File: src/rtl/pipelined_cla_adder.sv
// Pipelined carry-lookahead adder/subtractor. The operand is split into
// NSEG = WIDTH/SEG_W segments; segment k is resolved in stage k from the
// carry registered by stage k-1. Each stage carries forward only the
// operand bits it has not yet consumed and the sum bits resolved so far.
module pipelined_cla_adder #(
  parameter int WIDTH = 32,
  parameter int SEG_W = 8
) (
  input  logic             clk,
  input  logic             rst_n,
  input  logic             in_valid,
  output logic             in_ready,
  input  logic [WIDTH-1:0] in_a,
  input  logic [WIDTH-1:0] in_b,
  input  logic             in_cin,
  input  logic             in_sub,
  output logic             out_valid,
  input  logic             out_ready,
  output logic [WIDTH-1:0] out_sum,
  output logic             out_cout,
  output logic             out_ovf,
  output logic             out_zero
);

  localparam int NSEG = WIDTH / SEG_W;
  localparam int MSB  = SEG_W - 1;

  // One segment built from 4-bit lookahead groups; returns {carry_out, sum}.
  function automatic logic [SEG_W:0] cla_seg(input logic [SEG_W-1:0] a,
                                             input logic [SEG_W-1:0] b,
                                             input logic             ci);
    logic [SEG_W-1:0] g;
    logic [SEG_W-1:0] p;
    logic [SEG_W:0]   c;
    g    = a & b;
    p    = a ^ b;
    c    = '0;
    c[0] = ci;
    for (int i = 0; i < SEG_W; i += 4) begin
      c[i+1] = g[i] | (p[i] & c[i]);
      c[i+2] = g[i+1] | (p[i+1] & g[i]) | (p[i+1] & p[i] & c[i]);
      c[i+3] = g[i+2] | (p[i+2] & g[i+1]) | (p[i+2] & p[i+1] & g[i])
             | (p[i+2] & p[i+1] & p[i] & c[i]);
      c[i+4] = g[i+3] | (p[i+3] & g[i+2]) | (p[i+3] & p[i+2] & g[i+1])
             | (p[i+3] & p[i+2] & p[i+1] & g[i])
             | (p[i+3] & p[i+2] & p[i+1] & p[i] & c[i]);
    end
    return {c[SEG_W], p ^ c[SEG_W-1:0]};
  endfunction

  // Subtraction is A + ~B + 1; the inversion happens once at the input.
  logic [WIDTH-1:0] b_x;
  assign b_x = in_sub ? ~in_b : in_b;

  for (genvar k = 0; k < NSEG; k++) begin : g_stg
    localparam int SRC_W = WIDTH - SEG_W * k;
    localparam int SUM_W = SEG_W * (k + 1);
    localparam bit LAST  = (k == NSEG - 1);

    logic [SRC_W-1:0] src_a;
    logic [SRC_W-1:0] src_b;
    logic             ci;
    logic             up_vld;
    logic             nxt_load;
    logic             load;
    logic [SEG_W:0]   res;
    logic [SUM_W-1:0] nxt_sum;
    logic [SUM_W-1:0] sum;
    logic             vld;
    logic             cy;

    if (k == 0) begin : g_src
      assign src_a   = in_a;
      assign src_b   = b_x;
      assign ci      = in_sub | in_cin;
      assign up_vld  = in_valid;
      assign nxt_sum = res[SEG_W-1:0];
    end else begin : g_src
      assign src_a   = g_stg[k-1].g_rem.rem_a;
      assign src_b   = g_stg[k-1].g_rem.rem_b;
      assign ci      = g_stg[k-1].cy;
      assign up_vld  = g_stg[k-1].vld;
      assign nxt_sum = {res[SEG_W-1:0], g_stg[k-1].sum};
    end

    // Ready ripples back-to-front so bubbles collapse within one cycle.
    if (LAST) begin : g_nxt
      assign nxt_load = out_ready;
    end else begin : g_nxt
      assign nxt_load = g_stg[k+1].load;
    end

    assign load = ~vld | nxt_load;
    assign res  = cla_seg(src_a[SEG_W-1:0], src_b[SEG_W-1:0], ci);

    // Stage occupancy: follows upstream valid whenever the stage loads.
    always_ff @(posedge clk) begin
      if (!rst_n)    vld <= 1'b0;
      else if (load) vld <= up_vld;
    end

    // Stage data: only the last stage is cleared, since it drives the outputs.
    always_ff @(posedge clk) begin
      if (LAST && !rst_n) begin
        cy  <= 1'b0;
        sum <= '0;
      end else if (load && up_vld) begin
        cy  <= res[SEG_W];
        sum <= nxt_sum;
      end
    end

    if (!LAST) begin : g_rem
      logic [SRC_W-SEG_W-1:0] rem_a;
      logic [SRC_W-SEG_W-1:0] rem_b;
      // Operand bits still waiting for their segment's stage.
      always_ff @(posedge clk) begin
        if (load && up_vld) begin
          rem_a <= src_a[SRC_W-1:SEG_W];
          rem_b <= src_b[SRC_W-1:SEG_W];
        end
      end
    end
  end

  // Carry into the MSB is recovered as a ^ b ^ sum at the top bit.
  logic ovf_nxt;
  logic zero_nxt;
  logic ovf_q;
  logic zero_q;

  assign ovf_nxt  = g_stg[NSEG-1].res[SEG_W]
                  ^ (g_stg[NSEG-1].src_a[MSB] ^ g_stg[NSEG-1].src_b[MSB]
                     ^ g_stg[NSEG-1].res[MSB]);
  assign zero_nxt = (g_stg[NSEG-1].nxt_sum == '0);

  // Status flags registered alongside the last stage.
  always_ff @(posedge clk) begin
    if (!rst_n) begin
      ovf_q  <= 1'b0;
      zero_q <= 1'b0;
    end else if (g_stg[NSEG-1].load && g_stg[NSEG-1].up_vld) begin
      ovf_q  <= ovf_nxt;
      zero_q <= zero_nxt;
    end
  end

  assign in_ready  = g_stg[0].load;
  assign out_valid = g_stg[NSEG-1].vld;
  assign out_sum   = g_stg[NSEG-1].sum;
  assign out_cout  = g_stg[NSEG-1].cy;
  assign out_ovf   = ovf_q;
  assign out_zero  = zero_q;

endmodule
File: config.mk
export PLATFORM = sky130hd
export DESIGN_NAME = pipelined_cla_adder
export DESIGN_NICKNAME = d
export VERILOG_FILES = /design/src/rtl/pipelined_cla_adder.sv
export SDC_FILE = /design/constraint.sdc
export NUM_CORES = 1
export LEC_CHECK = 0
export CAP_MARGIN = 20
export CORE_UTILIZATION = 45
export CTS_BUF_LIST = sky130_fd_sc_hd__clkbuf_4 sky130_fd_sc_hd__clkbuf_8
export DETAILED_ROUTE_END_ITERATION = 16
export PLACE_DENSITY = 0.69
export SKIP_LAST_GASP = 1
export SYNTH_ARGS = -nofsm -noshare
export SYNTH_HDL_FRONTEND = slang
export SYNTH_SLANG_ARGS = --single-unit
File: constraint.sdc
create_clock -name clk -period 9.4 [get_ports clk]
set_clock_uncertainty 0.15 [all_clocks]
set_input_delay 2.82 -clock clk [delete_from_list [all_inputs] [get_ports clk]]
set_output_delay 2.82 -clock clk [all_outputs]
set_load 0.02 [all_outputs]
==> metrics.md <==
| Metric | Value |
|---|---|
| Worst Slack Setup Final | `1.819 ns` |
| Cts hold-fix bufs | `0` |
| Yosys reg bits | `186` |
| Root buf cell | `clkbuf_8` |
| Synth-to-layout area growth | `24.41%` |
| Antenna cell count | `0` |
| Most common cell after layout, fill and taps aside | `edfxtp_1` |
| Crit-path max FO | `6` |
| CP arrival | `4.61 ns` |
| Sum Neg Setup Slack | `0 ns` |
| RD Place Congestion | `0.8325` |
| Post-route ant nets | `0` |
| Largest net degree at the start of global routing | `58` |
| 1st-pass router iterations | `5` |
| Via density | `4.835` |
| Nets | `737` |
| Status | `complete, no violations` |
| Global route overflow | `0` |
| Final worst-path cycle share | `80.64%` |
| CTS sink cnt | `186` |
| Final critical-path required period | `7.581 ns` |
| Rows | `46` |
| CTS tree | `yes` |
| IO buf count | `106` |
| Worst vdd ir | `0.07875 mV` |
| DP HPWL | `8486 um` |
| Worst setup EP type | `output port` |
| Crit Path Category | `in -> out` |
| Initial Utilization | `46.17%` |
| Number of flops mapped to enable cells by yosys | `147` |
| Slew Limit Fails | `0` |
| GRT Total Usage | `15.15%` |
| Register area share after synthesis | `70.58%` |
| Hold Violations, Final | `0` |
| Final Power | `1.703 mW` |
| Die span in y | `129.9 um` |
| Max-slew headroom | `35.16%` |
| Worst setup SP type | `primary input` |
| Post-CTS Setup Bufs | `0` |
| FMAX | `131.9 MHz` |
| Clock latency on the worst-skew pair | `0.45 ns` |
| I/O pins | `107` |
| Post-Syn Area | `7361 sq um` |
| Ys Warns | `0` |
| Die area | `16870 sq um` |
| Post-synth net total | `622` |
| Core area | `15940 sq um` |
| Worst Hold Slack | `0.2693 ns` |
| Ys async rst share | `0%` |
| Final Instance Area | `9158 sq um` |
| Residual DRC | `0` |
| Global-route wire length before repair | `18830 um` |
| Placed cell areas | `8683 sq um` |
| Initial antenna violation count | `0` |
| Reg clk slew, reported paths | `0.09 ns` |
| Layout cells sized above 1 | `6.875%` |
| Die W | `129.9 um` |
| Worst slack, placed | `1.827 ns` |
| Clock Path Buffers | `2` |
| Unrepaired setup endpoints after global routing | `no` |
| Final wirelength | `12060 um` |
| Distinct cells, synth | `40` |
| Primary FF master, synth | `edfxtp_1` |
| Cts repair resizes | `0` |
| Lkg Pwr | `3.290 nW` |
| Vias in the first global route | `4042` |
| Gate Count Post-Synth | `512` |
| Most frequent cells in the layout | `edfxtp_1 (147), clkdlybuf4s50_1 (105), nand2_1 (64)` |
| Pwr dens | `186.0 nW/um^2` |
| WL/cell | `14.09 um` |
| Worst Path Required | `6.43 ns` |
| Worst hold path class | `reg -> reg` |
| Final setup viols | `0` |
| Avg Inst Size Synth | `14.38 sq um` |
| Initial DRC count | `180` |
| Vias | `4139` |
| H-tree levels | `4` |
| Slew at the pin closest to its max-slew limit | `0.9726 ns` |
| Max-cap check violation count | `0` |
| CTS buffer count | `17` |
-- Yosys cell counts, drive strengths merged (2+ instances only) --
cell | n | area share, %
nand2 | 64 | 3.3
fa | 8 | 2.2
a21o | 5 | 0.51
xnor2 | 15 | 1.8
a311oi | 2 | 0.24
a2111oi | 2 | 0.24
edfxtp | 147 | 60
nor4 | 6 | 0.51
clkbuf | 13 | 0.66
buf | 2 | 0.20
o21bai | 4 | 0.41
or3 | 2 | 0.17
and2 | 4 | 0.34
xor2 | 35 | 4.2
a211oi | 6 | 0.61
a31oi | 3 | 0.25
o21ai | 7 | 0.48
nand4 | 2 | 0.17
nor2 | 26 | 1.3
o21a | 5 | 0.51
inv | 21 | 1.1
nand2b | 6 | 0.51
o31a | 2 | 0.24
dfxtp | 39 | 11
or2 | 3 | 0.25
a21oi | 37 | 2.5
nor3 | 3 | 0.20
ha | 32 | 5.4
nor2b | 3 | 0.25
-- per-stage QoR --
step / utilization (%) / instances
finish: 57.44 / 856
floorplan: - / 512
global route: 57.44 / 856
CTS: 57.44 / 856
global placement: 54.47 / 824
detailed placement: 54.47 / 824
-- kinds of logic after synthesis --
logic type	after synthesis	share of synthesized area, %
buffers and inverters	36	1.938
flip-flops	186	70.58
AO/OA/AOI/OAI	78	6.647
XOR/XNOR	50	5.949
AND/OR/NAND/NOR	122	7.275
adder cells (fa/ha/maj)	40	7.615
-- flip-flops by register name (all words and copies together) (netlist names) --
signal and count:
g_stg.g_rem.rem_a 48, g_stg.g_rem.rem_b 48, g_stg.sum 48, out_sum 32
g_stg.cy 3, g_stg.vld 3, out_cout 1, out_ovf 1
out_valid 1, out_zero 1
-- routing by layer --
metal / track usage, % / wire length [um]
met1: 16.04 / 4719
met2: 28.09 / 6585
met3: 3.649 / 441
met4: 7.524 / 314
met5: 0 / 0
-- power by group --
| part | leakage [nW] | internal (mW) | switching (mW) |
|---|---|---|---|
| sequential | 1.71 | 0.944 | 0.0127 |
| combinational | 1.34 | 0.0724 | 0.0696 |
| clock | 0.242 | 0.341 | 0.263 |
| total | 3.29 | 1.36 | 0.345 |
-- critical path, stage by stage --
cell and delay (ns):
clkdlybuf4s50_1 0.39, nor2b_1 0.42, and3_1 0.34, nand2_1 0.09, clkdlybuf4s50_1 0.54
-- worst paths after layout --
check | endpoint | depth (start not counted) | startpoint | slack (ns)
max reg2reg | out_zero$_SDFFE_PN0P_ | 11 | g_stg[2].g_rem.rem_a[0]$_DFFE_PP_ | 5.65
max | in_ready | 5 | out_ready | 1.82
min reg2reg | g_stg[2].sum[14]$_DFFE_PP_ | 0 | g_stg[1].sum[14]$_DFFE_PP_ | 0.27
min | g_stg[2].sum[14]$_DFFE_PP_ | 0 | g_stg[1].sum[14]$_DFFE_PP_ | 0.27
-- final cells by class --
| cell class | instances | area, sq um |
|---|---|---|
| timing repair buffer | 111 | 1094 |
| sequential | 186 | 5195 |
| inverter | 21 | 78.83 |
| clock buffer | 22 | 284.0 |
| tap | 216 | 270.3 |
| fill | 1264 | 6785 |
| multi-input combinational | 290 | 2046 |
| clock inverter | 10 | 190.2 |
Power figures use the tool's default switching activity.
